[config.mk]
export PLATFORM = sky130hd
export DESIGN_NAME = logic_unit_pipe
export DESIGN_NICKNAME = d
export VERILOG_FILES = /design/src/rtl/logic_unit_pkg.sv /design/src/rtl/logic_unit_buf.sv /design/src/rtl/logic_unit_pipe.sv
export SDC_FILE = /design/constraint.sdc
export NUM_CORES = 1
export LEC_CHECK = 0
export CAP_MARGIN = 40
export CELL_PAD_IN_SITES_DETAIL_PLACEMENT = 2
export CELL_PAD_IN_SITES_GLOBAL_PLACEMENT = 2
export CORE_UTILIZATION = 33
export CTS_BUF_LIST = sky130_fd_sc_hd__clkbuf_2
export DETAILED_ROUTE_END_ITERATION = 7
export PLACE_DENSITY_LB_ADDON = 0.1
export SKIP_LAST_GASP = 1
export SLEW_MARGIN = 30
export SYNTH_ARGS = -nofsm -noshare
export SYNTH_HDL_FRONTEND = slang
export SYNTH_SLANG_ARGS = --single-unit
[constraint.sdc]
create_clock -name clk -period 2.1 [get_ports clk]
set_clock_uncertainty 0.05 [all_clocks]
set_input_delay 0.42 -clock clk [delete_from_list [all_inputs] [get_ports clk]]
set_output_delay 0.42 -clock clk [all_outputs]
set_load 0.02 [all_outputs]
[src/rtl/logic_unit_pkg.sv]
`default_nettype none
// +--------------------------------------------------------------------------+
// | logic_unit_pkg : opcode encodings and buffer depth for logic_unit_pipe   |
// | Revision: 1.0                                                            |
// +--------------------------------------------------------------------------+
package logic_unit_pkg;

    localparam logic [2:0] OP_AND  = 3'd0;
    localparam logic [2:0] OP_OR   = 3'd1;
    localparam logic [2:0] OP_NOT  = 3'd2;
    localparam logic [2:0] OP_XOR  = 3'd3;
    localparam logic [2:0] OP_NAND = 3'd4;
    localparam logic [2:0] OP_NOR  = 3'd5;
    localparam logic [2:0] OP_XNOR = 3'd6;
    localparam logic [2:0] OP_PASS = 3'd7;

    localparam int BUF_DEPTH = 2;

endpackage
`default_nettype wire

[src/rtl/logic_unit_buf.sv]
`default_nettype none
// +--------------------------------------------------------------------------+
// | logic_unit_buf : 2-entry valid/ready FIFO, ready derived from occupancy  |
// | Revision: 1.0                                                            |
// +--------------------------------------------------------------------------+
module logic_unit_buf
    import logic_unit_pkg::*;
#(
    parameter int                DATA_W  = 10,
    parameter logic [DATA_W-1:0] RST_VAL = '0
) (
    input  logic              clk,
    input  logic              rst_n,
    input  logic              in_valid_i,
    output logic              in_ready_o,
    input  logic [DATA_W-1:0] in_data_i,
    output logic              out_valid_o,
    input  logic              out_ready_i,
    output logic [DATA_W-1:0] out_data_o
);

    localparam int               PTR_W = $clog2(BUF_DEPTH);
    localparam int               CNT_W = $clog2(BUF_DEPTH + 1);
    localparam logic [CNT_W-1:0] FULL  = CNT_W'(BUF_DEPTH);

    logic [DATA_W-1:0] mem_q [BUF_DEPTH];
    logic [PTR_W-1:0]  wr_ptr_q, wr_ptr_d;
    logic [PTR_W-1:0]  rd_ptr_q, rd_ptr_d;
    logic [CNT_W-1:0]  cnt_q, cnt_d;
    logic              push, pop;

    // Ready depends only on registered occupancy, never on out_ready_i
    assign in_ready_o  = (cnt_q != FULL);
    assign out_valid_o = (cnt_q != '0);
    assign out_data_o  = mem_q[rd_ptr_q];

    assign push = in_valid_i && in_ready_o;
    assign pop  = out_valid_o && out_ready_i;

    always_comb begin
        cnt_d    = cnt_q;
        wr_ptr_d = wr_ptr_q;
        rd_ptr_d = rd_ptr_q;
        if (push) wr_ptr_d = wr_ptr_q + 1'b1;
        if (pop)  rd_ptr_d = rd_ptr_q + 1'b1;
        case ({push, pop})
            2'b10:   cnt_d = cnt_q + 1'b1;
            2'b01:   cnt_d = cnt_q - 1'b1;
            default: cnt_d = cnt_q;
        endcase
    end

    always_ff @(posedge clk or negedge rst_n) begin
        if (!rst_n) begin
            cnt_q    <= '0;
            wr_ptr_q <= '0;
            rd_ptr_q <= '0;
            for (int i = 0; i < BUF_DEPTH; i++) begin
                mem_q[i] <= RST_VAL;
            end
        end else begin
            cnt_q    <= cnt_d;
            wr_ptr_q <= wr_ptr_d;
            rd_ptr_q <= rd_ptr_d;
            if (push) mem_q[wr_ptr_q] <= in_data_i;
        end
    end

endmodule
`default_nettype wire

[src/rtl/logic_unit_pipe.sv]
`default_nettype none
// +--------------------------------------------------------------------------+
// | logic_unit_pipe : 8-op bitwise logic unit with flags, op counter and a   |
// |                   2-entry decoupling result buffer                       |
// | Revision: 1.0                                                            |
// +--------------------------------------------------------------------------+
module logic_unit_pipe
    import logic_unit_pkg::*;
#(
    parameter int WIDTH   = 8,
    parameter int COUNT_W = 8
) (
    input  logic               clk,
    input  logic               rst_n,
    input  logic               in_valid,
    output logic               in_ready,
    input  logic [2:0]         in_op,
    input  logic [WIDTH-1:0]   in_a,
    input  logic [WIDTH-1:0]   in_b,
    output logic               out_valid,
    input  logic               out_ready,
    output logic [WIDTH-1:0]   out_y,
    output logic               out_zero,
    output logic               out_parity,
    output logic [COUNT_W-1:0] op_count
);

    localparam int               ENTRY_W = WIDTH + 2;
    // Empty head must read as y=0, zero=1, parity=0
    localparam logic [ENTRY_W-1:0] ENTRY_RST = {1'b0, 1'b1, {WIDTH{1'b0}}};

    logic [WIDTH-1:0]   res_y;
    logic               res_zero;
    logic               res_parity;
    logic [ENTRY_W-1:0] head;
    logic [COUNT_W-1:0] op_count_q, op_count_d;
    logic               accept;

    always_comb begin
        res_y = '0;
        case (in_op)
            OP_AND:  res_y = in_a & in_b;
            OP_OR:   res_y = in_a | in_b;
            OP_NOT:  res_y = ~in_a;
            OP_XOR:  res_y = in_a ^ in_b;
            OP_NAND: res_y = ~(in_a & in_b);
            OP_NOR:  res_y = ~(in_a | in_b);
            OP_XNOR: res_y = ~(in_a ^ in_b);
            OP_PASS: res_y = in_a;
            default: res_y = '0;
        endcase
    end

    assign res_zero   = (res_y == '0);
    assign res_parity = ^res_y;
    assign accept     = in_valid && in_ready;

    always_comb begin
        op_count_d = op_count_q;
        if (accept) op_count_d = op_count_q + 1'b1;
    end

    always_ff @(posedge clk or negedge rst_n) begin
        if (!rst_n) op_count_q <= '0;
        else        op_count_q <= op_count_d;
    end

    assign op_count = op_count_q;

    logic_unit_buf #(
        .DATA_W  (ENTRY_W),
        .RST_VAL (ENTRY_RST)
    ) u_buf (
        .clk         (clk),
        .rst_n       (rst_n),
        .in_valid_i  (in_valid),
        .in_ready_o  (in_ready),
        .in_data_i   ({res_parity, res_zero, res_y}),
        .out_valid_o (out_valid),
        .out_ready_i (out_ready),
        .out_data_o  (head)
    );

    assign out_parity = head[ENTRY_W-1];
    assign out_zero   = head[WIDTH];
    assign out_y      = head[WIDTH-1:0];

endmodule
`default_nettype wire

**Word level (Yosys, flattened, before mapping)**

Index checks and enable logic that the tools add are counted.

- $add $sub $neg: 5
- Magnitude comparators: 3
- Equal/unequal tests: 10
- Mux-type cells: 8
- Bitwise operators: 9
- Reduce and logical (&&, ||, !) cells: 8

Operators with widths:

| cell | number |
|---|---|
| 8-bit one-hot mux with 8 select lines | 1 |
| 10-bit two-way mux | 4 |
| 8-bit NOT | 4 |
| 20-bit bitwise mux | 1 |
| 3-bit == test (second input constant) | 4 |
| 10-bit demux with 1-bit select | 1 |
| 8-bit by 1-bit adder with 8-bit output (second input constant) | 1 |
| 8-bit AND | 1 |
| 8-bit zero test | 1 |
| 8-bit bitwise OR | 1 |
| 8-bit XOR reduction | 1 |
| 8-bit bitwise XOR | 1 |
| 3-bit by 2-bit == test with 1-bit output (second input constant) | 2 |
| 2-bit greater-or-equal comparator (second input constant) | 2 |
| 1-bit NOT with 2-bit output | 2 |
| 2-bit one-hot mux with 2 select lines | 1 |
| 2-bit nonzero test | 2 |
| 3-bit by 1-bit == test with 1-bit output (second input constant) | 1 |
| 1-bit logical AND | 3 |
| 3-bit zero test | 1 |
| 1-bit adder (second input constant) | 2 |
| 2-bit by 1-bit adder with 2-bit output (second input constant) | 1 |
| 2-bit by 1-bit == test with 1-bit output (second input constant) | 1 |
| 2-bit == test (second input constant) | 1 |
| other kinds (3) | 3 |

- Register bits: 32
- Bits of input ports: 23
- Output and inout bits: 20
- Logic and storage cells: 49

**Longest topological paths before layout**

- Depth after elaboration: 6
- Mapped depth: 12
- Gate-level depth less buffers: 11

**Modules after synthesis**

Synthesis repeated with hierarchy kept, for this count alone.

- Cells, all modules: 248
- Area total of the unflattened synthesis: 2504.9 µm²

By module, submodules not included:

| module | instances | cells an instance | area each (µm²) | seq. area each (µm²) |
|---|---|---|---|---|
| logic_unit_pipe | 1 | 178 | 1351.3 | 200.2 |
| logic_unit_buf | 1 | 70 | 1153.6 | 603.1 |

**Worst setup path before layout**

No wires, ideal clock.

- Kind: input port to flip-flop
- Start: input in_a[3]
- End: register u_buf.mem_q[19] (netlist name)
- Setup time: 65 ps
- Arrival: 2109 ps
- Data required time: 1985 ps
- Slack: -124 ps
- Stages on the path: 10
- Buffers on the path: 0
- Path through: inv_1 > ha_1 > or2b_1 > and3b_1 > or3_1 > ha_1 > xnor2_1 > xnor2_1 > nand2_1 > nand2_1

- Word-level cells in the longest chain between the ends: 5
- Elaborated cells between the ends (all ways): 10
- Those cells by class: mux (2); bitwise (7); reduce/logical (1)

Ends and longest elaborated chain:

| element | line | RTL |
|---|---|---|
| from (decl) | logic_unit_pipe.sv:18 | `input logic [WIDTH-1:0] in_a,` |
| 8-bit bitwise XOR (tied with other cells) | logic_unit_pipe.sv:45, logic_unit_pipe.sv:48 |  |
| 8-bit NOT (on tied branches) | logic_unit_pipe.sv:48, logic_unit_pipe.sv:46, logic_unit_pipe.sv:47 |  |
| 8-bit one-hot mux with 8 select lines * | logic_unit_pipe.sv:41 | `case (in_op)` |
| 8-bit XOR reduction * | logic_unit_pipe.sv:55 | `assign res_parity = ^res_y;` |
| 20-bit bitwise mux * | logic_unit_buf.sv:65 | `if (push) mem_q[wr_ptr_q] <= in_data_i;` |
| to (signal, indexed assignment) | logic_unit_buf.sv:65 |  |
| to (decl) | logic_unit_buf.sv:26 | `logic [DATA_W-1:0] mem_q [BUF_DEPTH];` |

Every way passes the cells marked *; elsewhere a longest branch is shown, timed or not.
A chain may end at the register's enable or synchronous reset.

**Worst setup path after layout**

- Start: input in_a[3]
- End: register u_buf.mem_q[9] (netlist name)

Same word-level chain as after synthesis.

==> results.sh <==
export IMPL_gp_congestion=0.7404
export IMPL_p_per_area_nw_per_um2=982.0
export IMPL_crit_path_start_kind="input pin"
export IMPL_leakage_nw=1.763
export IMPL_die_h_microns=87.23
export IMPL_ys_flop_type="dfrtp_1"
export IMPL_dpl_hpwl_microns=5609
export IMPL_vias=2416
export IMPL_grt_pass1_wl_microns=14790
export IMPL_violations="negative setup slack"
export IMPL_drive_above_1_share_pct=48.08
export IMPL_ios=43
export IMPL_synth_edf_count=0
export IMPL_htreeDepth=2
export IMPL_yosysWarningCount=0
export IMPL_finalMaxSlewViolations=0
export IMPL_synth_seq_area_share_pct=33.51
export IMPL_min_delay_path_class="in2async"
export IMPL_final_hold_viol_count=0
export IMPL_syn_area_sq_um=2397
export IMPL_cts_sinks=32
export IMPL_grt_overflow_total=0
export IMPL_utilization_pct=54.44
export IMPL_max_slew_margin_pct=73.16
export IMPL_post_dp_cell_area_sq_um=3316
export IMPL_cts_root_buf="clkbuf_2"
export IMPL_vias_per_cell=5.252
export IMPL_wl_per_cell_microns=24.24
export IMPL_period_needed_ns=2.156
export IMPL_cp_max_fo=2
export IMPL_arrival_ns=2.45
export IMPL_drc=0
export IMPL_first_global_vias=2674
export IMPL_start_util_pct=34.71
export IMPL_synth_cell_types=47
export IMPL_slowest_stage="or3_4"
export IMPL_tightest_slew_ns=0.4025
export IMPL_grt_max_degree=33
export IMPL_cp_endpoint="u_buf.mem_q[9]"
export IMPL_synth_area_per_cell_sq_um=9.256
export IMPL_clock_latency_ns=0.41
export IMPL_cts_tree="done"
export IMPL_path_class="in2reg"
export IMPL_final_cell_area_sq_um=3760
export IMPL_clk_pin_slew_ns=0.19
export IMPL_antenna_found_initial=0
export IMPL_die_area_sq_um=7609
export IMPL_ant_nets=0
export IMPL_area_growth_pct=56.84
export IMPL_cap_violations=0
export IMPL_wl_microns=11150
export IMPL_synthCells=259
export IMPL_preCtsSetupSlack_ns=-0.8601
export IMPL_clockBufferDepth=2
export IMPL_numCtsBuffers=5
export IMPL_rows=30
export IMPL_path_delay_family="simple AND/OR/NAND/NOR gates"
export IMPL_fin_crit_sh_pct=102.7
export IMPL_ir_worst_vdd_uv=259.9
export IMPL_async_reset_ff_share_pct=100.0
export IMPL_crit_cells=11
export IMPL_crit_start="in_a[3]"
export IMPL_dr_first_iter_drc_count=89
export IMPL_cp_required_ns=2.40
export IMPL_r2r_end="u_buf.cnt_q[1]"
export IMPL_reg2reg_from="u_buf.cnt_q[0]"
export IMPL_cp_end_kind="flip-flop"
export IMPL_n_antenna_cell=0
export IMPL_outcome="complete, but fails checks"
export IMPL_grt_total_usage_pct=26.64
export IMPL_synth_seq_cells=32
export IMPL_clock_fmax_mhz=463.9
export IMPL_core_area_sq_um=6907
export IMPL_rsz0062_at_grt="yes"
export IMPL_crit_chain="clkdlybuf4s15_2, inv_2, ha_4, mux2i_1, o22ai_1, or3_4, ha_4, xnor2_4, xnor2_2, nand2_1, nand2_1"
export IMPL_setup_violations=2
export IMPL_final_nets=408
export IMPL_synth_nets=304
export IMPL_setup_ws_ns=-0.05573
export IMPL_drtPass1Iterations=4
export IMPL_dieWidth_microns=87.23
export IMPL_crit_buf_inv=2
export IMPL_rr_worst_depth=7
export IMPL_cp_slowest_stage_delay_ns=0.42
export IMPL_port_buffers=42
export IMPL_rrSetupSlack_ns=0.23
where the power goes:
group | switching (mW) | internal, mW
registers | 0.262 | 0.884
clock network | 0.227 | 0.0889
logic | 1.20 | 1.03
total | 1.69 | 2.00
worst register-to-register path, cell delays in order (launching register included):
cell	delay (ns)
dfrtp_1	0.46
nand2b_1	0.30
and2_0	0.22
inv_1	0.10
ha_1	0.22
xnor2_1	0.20
nor2_1	0.08
xor2_1	0.15
sequential cells by signal, summed over array words and instances, names as in the netlist:
name,cells
u_buf.cnt_q,2
op_count,8
u_buf.rd_ptr_q,1
u_buf.mem_q,20
u_buf.wr_ptr_q,1
cell families after synthesis:
kind of cell    share of synthesized area, %
simple gates                           18.69
compound gates                         13.36
buf+inv                                7.098
flops                                  33.51
mux                                    10.75
fa+ha+maj                              11.48
xor+xnor                               5.115
metal layers:
| metal | share of wire [%] | track usage [%] | up-vias |
|---|---|---|---|
| met5 | 0 | 0 | - |
| met4 | 4.5 | 8.495 | 0 |
| met3 | 2.3 | 3.318 | 33 |
| met2 | 56 | 52.47 | 71 |
| met1 | 37 | 29.29 | 1213 |
| li1 | - | - | 1099 |
cells in the final DEF, fill, tap and decap left out, drive strengths merged, types with 2 or more instances in the layout:
cell           Yosys  final
a21oi              4      4
a31oi              6      6
and2               5      5
and3               3      3
and3b              2      2
buf                7     71
clkbuf             7     20
clkdlybuf4s15      0      3
clkdlybuf4s50      0     11
dfrtp             30     30
dfstp              2      2
dlygate4sd2        0     13
ha                22     22
inv               24     24
mux2              14     14
mux2i             10     10
nand2             33     33
nand2b            11     11
nand3              3      3
nand4              3      3
nor2               7      7
nor2b              4      4
nor3               3      3
o2111ai            5      5
o211a              2      2
o211ai             3      3
o21ai              9      9
o31ai              9      9
or2                5      5
or4                2      2
xnor2              9      9
xor2               5      5
stage by stage:
step	setup TNS (ns)	total power, mW	std cells	hold WS, ns
final	-0.07512	3.692	460	0.3253
after CTS	-0.02047	3.405	453	0.3420
after global placement	-3.603	2.963	432	0.4056
after floorplan	-0.09241	2.177	259	0.07441
after global routing	-0.2129	3.873	460	0.3366
after detailed placement	-4.892	3.073	432	0.4144
cell usage after synthesis (2+ instances only):
| master | instances | area share (%) |
|---|---|---|
| a21oi_1 | 4 | 0.84 |
| a31oi_1 | 6 | 1.6 |
| and2_1 | 3 | 0.78 |
| and3_1 | 3 | 0.78 |
| and3b_1 | 2 | 0.73 |
| buf_2 | 4 | 0.84 |
| buf_6 | 2 | 0.94 |
| clkbuf_1 | 6 | 0.94 |
| dfrtp_1 | 30 | 31 |
| dfstp_2 | 2 | 2.2 |
| ha_1 | 22 | 11 |
| inv_1 | 24 | 3.8 |
| mux2_2 | 14 | 6.6 |
| mux2i_1 | 10 | 4.2 |
| nand2_1 | 33 | 5.2 |
| nand2b_1 | 11 | 2.9 |
| nand3_1 | 3 | 0.63 |
| nand4_1 | 3 | 0.78 |
| nor2_1 | 7 | 1.1 |
| nor2b_1 | 4 | 1.0 |
| nor3_1 | 3 | 0.63 |
| o2111ai_1 | 4 | 1.5 |
| o211a_1 | 2 | 0.84 |
| o211ai_1 | 3 | 0.94 |
| o21ai_0 | 6 | 1.3 |
| o21ai_1 | 3 | 0.63 |
| o31ai_1 | 9 | 2.8 |
| or2_1 | 2 | 0.52 |
| or2_2 | 3 | 0.78 |
| or4_1 | 2 | 0.63 |
| xnor2_1 | 9 | 3.3 |
| xor2_1 | 5 | 1.8 |
area by class of cell:
class / count / area [sq um]
Fill cell: 719 / 3147
Multi-Input combinational cell: 189 / 1794
Timing Repair Buffer: 111 / 910.9
Sequential cell: 32 / 803.3
Tap cell: 96 / 120.1
Inverter: 24 / 92.59
Clock buffer: 7 / 35.03
Clock inverter: 1 / 3.754
how the worst min path moves through the flow:
| stage | cells past startpoint | endpoint | startpoint | slack (ns) |
|---|---|---|---|---|
| after floorplan | 0 | op_count[0] | rst_n | 0.07 |
| after global placement | 1 | op_count[7] | op_count[7] | 0.41 |
| after detailed placement | 1 | op_count[7] | op_count[7] | 0.41 |
| after CTS | 2 | u_buf.mem_q[12] | rst_n | 0.34 |
| after global routing | 2 | op_count[4] | rst_n | 0.34 |
| final | 2 | op_count[4] | rst_n | 0.33 |
what timing repair did:
action	CTS	global route
pin swaps	20	17
hold buffers	0	0
buffers inserted	12	7
setup endpoints to repair	16	14
gates resized for setup	90	47
cloned	1	0
(Power assumes the default switching activity.)
